File: src/rtl/ifetch_queue_if.sv
// Instruction bus between the fetch queue (master) and instruction memory (slave).
//   bus_cyc  master->slave  read cycle active
//   bus_adr  master->slave  read word address
//   bus_ack  slave->master  read data valid
//   bus_in   slave->master  read data
interface ifetch_queue_if #(
  parameter int unsigned AWIDTH = 32
) ();
  logic              bus_cyc;
  logic [AWIDTH-1:0] bus_adr;
  logic              bus_ack;
  logic [31:0]       bus_in;

  modport master (output bus_cyc, output bus_adr, input bus_ack, input bus_in);
  modport slave  (input bus_cyc, input bus_adr, output bus_ack, output bus_in);
endinterface

File: src/rtl/ifetch_queue.sv
// Prefetching instruction fetch front end. Issues sequential single-word reads on the
// instruction bus, buffers returned words in a DEPTH-entry FIFO and assembles short
// (one-word) or long (two-word, head[EXT_BIT]=1) instructions into a 64-bit ir.
// A pc_set redirect flushes the queue; a read in flight at that point completes and
// its data is discarded.
//
// Optional feature: define IFETCH_QUEUE_BYPASS_EN to present a short word on ir in the
// cycle it is acked when the queue is empty (otherwise data appears one cycle later).
//
// Ports:
//   clk_i, rst_i   clock, asynchronous active-high reset
//   pc_set, pc_in  redirect strobe and word-aligned target
//   stall_i        downstream stall; holds ir/pc, nothing is consumed
//   bus            instruction bus (master modport)
//   ir, pc, valid  assembled instruction, its address, and completeness flag
//   stall_o        !valid
module ifetch_queue #(
  parameter int unsigned       DEPTH    = 4,
  parameter int unsigned       AWIDTH   = 32,
  parameter logic [AWIDTH-1:0] RESET_PC = '0,
  parameter int unsigned       EXT_BIT  = 31
) (
  input  logic              clk_i,
  input  logic              rst_i,
  input  logic              pc_set,
  input  logic [AWIDTH-1:0] pc_in,
  input  logic              stall_i,
  ifetch_queue_if.master    bus,
  output logic [63:0]       ir,
  output logic [AWIDTH-1:0] pc,
  output logic              valid,
  output logic              stall_o
);

  localparam int unsigned PtrW = $clog2(DEPTH);
  localparam int unsigned CntW = PtrW + 1;
  localparam logic [CntW-1:0] DepthC = CntW'(DEPTH);

  typedef enum logic [0:0] {StIdle, StBusy} fetch_st_e;

  fetch_st_e         st_q;
  logic [AWIDTH-1:0] fetch_pc_q, adr_q, head_pc_q;
  logic              drop_q;
  logic [CntW-1:0]   count_q;
  logic [PtrW-1:0]   rd_ptr_q, wr_ptr_q;
  logic [31:0]       mem_q [DEPTH];

  logic              ack, head_long, fifo_valid, bypass, byp_take, pop, push;
  logic [31:0]       head_word, second_word;
  logic [CntW-1:0]   pop_cnt, count_nxt;
  logic [AWIDTH-1:0] head_adv;

  assign bus.bus_cyc = (st_q == StBusy);
  assign bus.bus_adr = adr_q;

  always_comb begin
    ack         = bus.bus_ack && (st_q == StBusy);
    head_word   = mem_q[rd_ptr_q];
    second_word = mem_q[rd_ptr_q + PtrW'(1)];
    head_long   = head_word[EXT_BIT];
    fifo_valid  = (count_q >= CntW'(1) && !head_long) || (count_q >= CntW'(2) && head_long);
`ifdef IFETCH_QUEUE_BYPASS_EN
    bypass      = ack && !drop_q && !pc_set && (count_q == '0) && !bus.bus_in[EXT_BIT];
`else
    bypass      = 1'b0;
`endif
    byp_take    = bypass && !stall_i;
    pop         = fifo_valid && !stall_i;
    // A bypassed word that is consumed immediately never enters the FIFO.
    push        = ack && !drop_q && !pc_set && !byp_take;
    pop_cnt     = pop ? (head_long ? CntW'(2) : CntW'(1)) : '0;
    count_nxt   = count_q + CntW'(push) - pop_cnt;
    head_adv    = pop ? (head_long ? AWIDTH'(8) : AWIDTH'(4)) :
                  (byp_take ? AWIDTH'(4) : '0);
  end

  always_comb begin
    ir    = 64'h0;
    pc    = head_pc_q;
    valid = fifo_valid || bypass;
    if (fifo_valid) begin
      ir = head_long ? {head_word, second_word} : {head_word, 32'h0};
    end else if (bypass) begin
      ir = {bus.bus_in, 32'h0};
      pc = fetch_pc_q;
    end
    stall_o = !valid;
  end

  always_ff @(posedge clk_i) begin
    if (push) mem_q[wr_ptr_q] <= bus.bus_in;
  end

  always_ff @(posedge clk_i or posedge rst_i) begin
    if (rst_i) begin
      st_q       <= StIdle;
      adr_q      <= RESET_PC;
      fetch_pc_q <= RESET_PC;
      head_pc_q  <= RESET_PC;
      drop_q     <= 1'b0;
      count_q    <= '0;
      rd_ptr_q   <= '0;
      wr_ptr_q   <= '0;
    end else begin
      if (pc_set) begin
        count_q    <= '0;
        rd_ptr_q   <= '0;
        wr_ptr_q   <= '0;
        head_pc_q  <= pc_in;
        fetch_pc_q <= pc_in;
      end else begin
        count_q   <= count_nxt;
        head_pc_q <= head_pc_q + head_adv;
        if (push) wr_ptr_q <= wr_ptr_q + PtrW'(1);
        if (pop)  rd_ptr_q <= rd_ptr_q + (head_long ? PtrW'(2) : PtrW'(1));
        if (ack && !drop_q) fetch_pc_q <= fetch_pc_q + AWIDTH'(4);
      end

      unique case (st_q)
        StIdle: begin
          if (!pc_set && count_q < DepthC) begin
            st_q  <= StBusy;
            adr_q <= fetch_pc_q;
          end
        end
        StBusy: begin
          if (ack) begin
            drop_q <= 1'b0;
            if (pc_set) begin
              st_q <= StIdle;
            end else if (drop_q) begin
              // Stale read retired; fetch_pc already holds the redirect target.
              adr_q <= fetch_pc_q;
            end else if (count_nxt < DepthC) begin
              adr_q <= fetch_pc_q + AWIDTH'(4);
            end else begin
              st_q <= StIdle;
            end
          end else if (pc_set) begin
            // No bus abort: let the read finish and throw its data away.
            drop_q <= 1'b1;
          end
        end
        default: st_q <= StIdle;
      endcase
    end
  end

endmodule

File: src/flat_wrapper.sv
// flat-port wrapper written by rule: the top's interface ports become plain ports
module ifetch_queue_flat 
#(
  parameter int unsigned       DEPTH    = 4,
  parameter int unsigned       AWIDTH   = 32,
  parameter logic [AWIDTH-1:0] RESET_PC = '0,
  parameter int unsigned       EXT_BIT  = 31
)
  (clk_i, rst_i, pc_set, pc_in, stall_i, ir, pc, valid, stall_o, bus_bus_cyc, bus_bus_adr, bus_bus_ack, bus_bus_in);
  ifetch_queue_if #(.AWIDTH(AWIDTH)) bus_i ();
  input  logic clk_i;
  input  logic rst_i;
  input  logic pc_set;
  input  logic [AWIDTH-1:0] pc_in;
  input  logic stall_i;
  output logic [63:0] ir;
  output logic [AWIDTH-1:0] pc;
  output logic valid;
  output logic stall_o;
  output wire logic [$bits(bus_i.bus_cyc)-1:0] bus_bus_cyc;
  output wire logic [$bits(bus_i.bus_adr)-1:0] bus_bus_adr;
  input wire logic [$bits(bus_i.bus_ack)-1:0] bus_bus_ack;
  input wire logic [$bits(bus_i.bus_in)-1:0] bus_bus_in;
  assign bus_bus_cyc = bus_i.bus_cyc;
  assign bus_bus_adr = bus_i.bus_adr;
  assign bus_i.bus_ack = bus_bus_ack;
  assign bus_i.bus_in = bus_bus_in;
  ifetch_queue #(.DEPTH(DEPTH), .AWIDTH(AWIDTH), .RESET_PC(RESET_PC), .EXT_BIT(EXT_BIT)) u_core (.clk_i(clk_i), .rst_i(rst_i), .pc_set(pc_set), .pc_in(pc_in), .stall_i(stall_i), .bus(bus_i), .ir(ir), .pc(pc), .valid(valid), .stall_o(stall_o));
endmodule
File: config.mk
export PLATFORM = sky130hd
export DESIGN_NAME = ifetch_queue_flat
export DESIGN_NICKNAME = d
export VERILOG_FILES = /design/src/rtl/ifetch_queue_if.sv /design/src/rtl/ifetch_queue.sv /design/src/flat_wrapper.sv
export SDC_FILE = /design/constraint.sdc
export NUM_CORES = 1
export LEC_CHECK = 0
export ABC_CLOCK_PERIOD_IN_PS = 6200
export CAP_MARGIN = 20
export CORE_MARGIN = 2
export CORE_UTILIZATION = 59
export CTS_BUF_LIST = sky130_fd_sc_hd__clkbuf_2
export CTS_CLUSTER_SIZE = 30
export DETAILED_ROUTE_END_ITERATION = 10
export PLACE_DENSITY = 0.92
export SLEW_MARGIN = 20
export SYNTH_ARGS = -nofsm -noshare
export SYNTH_HDL_FRONTEND = slang
export SYNTH_SLANG_ARGS = --single-unit
File: constraint.sdc
create_clock -name clk_i -period 6.2 [get_ports clk_i]
set_input_delay 1.86 -clock clk_i [delete_from_list [all_inputs] [get_ports clk_i]]
set_output_delay 1.86 -clock clk_i [all_outputs]
set_load 0.03 [all_outputs]
==> results.py <==
metrics = {
    "critical_path": {
        "cp_max_fo": 48,
        "crit_family": "buffers and inverters",
        "slowest_delay_ns": 0.75,
        "required_ns": 4.34,
        "cp_num_buf_inv": 2,
        "crit_arrival_ns": 3.72,
        "path_cells": "buf_4 > mux4_2 > nor2b_1 > clkdlybuf4s50_1",
        "cp-end-kind": "output pin",
        "start_kind": "flip-flop",
        "worst-setup-path-type": "reg -> out",
        "cp_slowest_cell": "buf_4",
    },
    "logic_synthesis": {
        "ys.flop_type": "edfxtp_1",
        "syn-num-nets": 943,
        "syn_inst": 863,
        "netlist_area_sq_um": 11500,
        "postSynthAreaPerCell_sq_um": 13.3,
        "yosysUniqueCellTypes": 44,
        "synth-edff-count": 128,
        "ys_ff_latch": 233,
        "ys_warn_count": 0,
        "ys_seq_area_share_pct": 56.4,
        "async_reset_ff_share_pct": 45.1,
    },
    "timing": {
        "fin_crit_sh_pct": 90.0,
        "max_freq_mhz": 179,
        "hold_ws_ns": 0.527,
        "skew_ns": 0.0992,
        "setup_tns_ns": 0,
        "slew-limit-headroom_pct": 35.2,
        "worst_pin_slew_ns": 0.972,
        "hold_viol": 0,
        "drv_slew": 0,
        "period_needed_ns": 5.58,
        "setup_viol": 0,
        "rsz0062_at_grt": "false",
    },
    "finish": {
        "drive_above_1_share_pct": 20.1,
        "fill_cells": 1195,
        "area_delta_synth_final_pct": 24.9,
        "final_cells": 1398,
        "finalInstanceArea_sq_um": 14300,
        "fin_nets": 1163,
    },
    "floorplanning": {
        "core_sq_um": 19300,
        "initial_core_util_pct": 59.6,
        "rows": 51,
        "io_pins": 200,
        "die_area_sq_um": 20600,
        "die-height_microns": 143,
        "die_w_microns": 143,
    },
    "global_routing": {
        "met3_usage_pct": 7.16,
        "grtUsageTotal_pct": 27.2,
        "grt_max_degree": 77,
        "grt_pass1_wl_microns": 42800,
        "grt.overflow.total": 0,
        "top_usage_layer": "met2",
        "antenna_found_initial": 5,
        "grtUsageMet2_pct": 46.3,
        "grt_use_met1_pct": 32.4,
        "grt_pass1_vias": 8282,
    },
    "cts": {
        "ctsResizeCount": 0,
        "h-tree-depth": 2,
        "clockBufferDepth": 3,
        "tritoncts": "yes",
        "clockRootBuffer": "clkbuf_2",
        "clock_latency_ns": 0.87,
        "hold_buffers": 0,
        "cts_sinks": 233,
        "cts_setup_buffers": 0,
        "cts_made_buffers": 57,
        "clkTransAtPathRegs_ns": 0.09,
    },
    "drt": {
        "wl_per_cell_microns": 19.9,
        "drc": 0,
        "vias": 8212,
        "first_pass_iters": 5,
        "drtIter0Drc": 731,
        "antenna_left": 0,
        "wl_microns": 27900,
        "viasPerCell": 5.87,
    },
    "power": {
        "peakVddDrop_mv": 0.267,
        "intPower_mw": 3.43,
        "combPwrFrac_pct": 43.8,
        "clock_power_share_pct": 20.0,
        "p_per_area_nw_per_um2": 392,
        "power.leakage_nw": 5.11,
        "power_mw": 5.63,
        "seqPwrFrac_pct": 36.1,
        "power_switching_mw": 2.19,
        "power_switching_share_pct": 39.0,
    },
    "placement": {
        "place_inst": 1289,
        "hpwl_microns": 19200,
        "routabilityCongestion": 0.877,
        "portBuffers": 199,
        "placedInstanceArea_sq_um": 13700,
    },
    "min_path": {
        "hold_class": "reg -> reg",
    },
    "status": {
        "outcome": "completed",
    },
    "run": {
        "drv_cap": 0,
    },
}
==> state kept, by name, summed over array words and instances, names as in the netlist <==
register / flops
u_core.head_pc_q: 32
u_core.bus.bus_adr: 32
u_core.drop_q: 1
u_core.fetch_pc_q: 32
u_core.bus.bus_cyc: 1
u_core.mem_q: 128
u_core.count_q: 3
u_core.rd_ptr_q: 2
u_core.wr_ptr_q: 2
==> cells by family after synthesis <==
logic type | count (synthesis) | synth area share [%]
buf+inv | 73 | 2.47
simple gates | 276 | 12.8
mux | 105 | 16.5
xor+xnor | 79 | 6.15
flops | 233 | 56.4
compound gates | 86 | 4.28
fa+ha+maj | 11 | 1.33
==> power groups by stage <==
stage	clock network [mW]	registers (mW)	logic [mW]
detailed placement	0	2.06	2.47
global route	1.22	2.06	2.61
floorplan	0	2.24	1.35
global placement	0	2.05	2.40
finish	1.13	2.03	2.47
CTS	1.15	2.03	2.48
==> cells in the final DEF (no fill, tap or decap), types with 17 or more instances in the layout <==
master           synthesis  routed
a21oi_1                 43      42
and3_1                  17      17
clkbuf_2                 0      93
clkdlybuf4s50_1          0     199
dfrtp_1                105     103
edfxtp_1               128     128
inv_1                   20      18
mux2_2                  37      37
mux4_2                  64      64
nand2_1                 28      28
nand3_1                 26      26
nand4_1                 23      23
nor2_1                  61      61
nor2b_1                 67      67
nor3_1                  19      19
o21ai_0                 22      21
xnor2_1                 48      48
xor2_1                  30      30
==> Yosys cell counts, types with 3 or more instances <==
cell / number / area (sq um)
or2_2: 3 / 18.8
and4_1: 6 / 52.6
nand4_1: 23 / 144
o21ai_0: 22 / 110
mux2i_1: 4 / 40.0
a31oi_1: 10 / 62.6
xor2_1: 30 / 263
nand2_1: 28 / 105
buf_1: 3 / 11.3
dfrtp_1: 105 / 2630
mux4_2: 64 / 1440
nor4_1: 9 / 56.3
ha_1: 9 / 113
nor3_1: 19 / 95.1
nand3_1: 26 / 130
buf_2: 8 / 40.0
xnor2_1: 48 / 420
mux2_2: 37 / 417
and3_1: 17 / 106
edfxtp_1: 128 / 3840
nor2_1: 61 / 229
nor2b_1: 67 / 419
inv_1: 20 / 75.1
a21oi_1: 43 / 215
or3_1: 9 / 56.3
clkbuf_1: 42 / 158
==> worst paths after layout <==
path | startpoint | to | slack (ns) | cells past startpoint
min in group asynchronous | rst_i | u_core.head_pc_q[26]$_DFF_PP0_ | 1.58 | 2
max reg2reg | u_core.rd_ptr_q[0]$_DFFE_PP0P_ | u_core.bus.bus_adr[3]$_DFFE_PP0P_ | 2.08 | 13
max in group asynchronous | rst_i | u_core.head_pc_q[18]$_DFF_PP0_ | 3.59 | 3
min reg2reg | u_core.fetch_pc_q[0]$_DFFE_PP0P_ | u_core.bus.bus_adr[0]$_DFFE_PP0P_ | 0.53 | 1
min | u_core.fetch_pc_q[0]$_DFFE_PP0P_ | u_core.bus.bus_adr[0]$_DFFE_PP0P_ | 0.53 | 1
max | u_core.rd_ptr_q[0]$_DFFE_PP0P_ | ir[1] | 0.62 | 4
==> layout make-up <==
| cell class | count | area, sq um | area share [%] |
|---|---|---|---|
| flip-flops and latches | 233 | 6480 | 45.2 |
| multi-input cells | 557 | 4740 | 33.1 |
| repair buffers | 214 | 2100 | 14.7 |
| clock buffers | 93 | 465 | 3.25 |
| well taps | 265 | 332 | 2.31 |
| clock inverters | 11 | 123 | 0.856 |
| inverters | 20 | 77.6 | 0.541 |
| diodes | 5 | 12.5 | 0.0873 |
==> per-layer routing <==
layer | vias up | wire (microns)
met5 | - | 0
met4 | 0 | 1140
met3 | 78 | 2180
met2 | 376 | 14400
met1 | 4089 | 10100
li1 | 3669 | -
==> per-stage QoR <==
step | worst slack [ns] | util, %
2_1_floorplan | 1.58 | -
3_3_place_gp | 1.30 | 71.3
3_5_place_dp | 1.20 | 71.3
4_1_cts | 0.490 | 74.3
5_1_grt | 0.337 | 74.4
6_report | 0.623 | 74.4
Power figures use the tool's default switching activity.
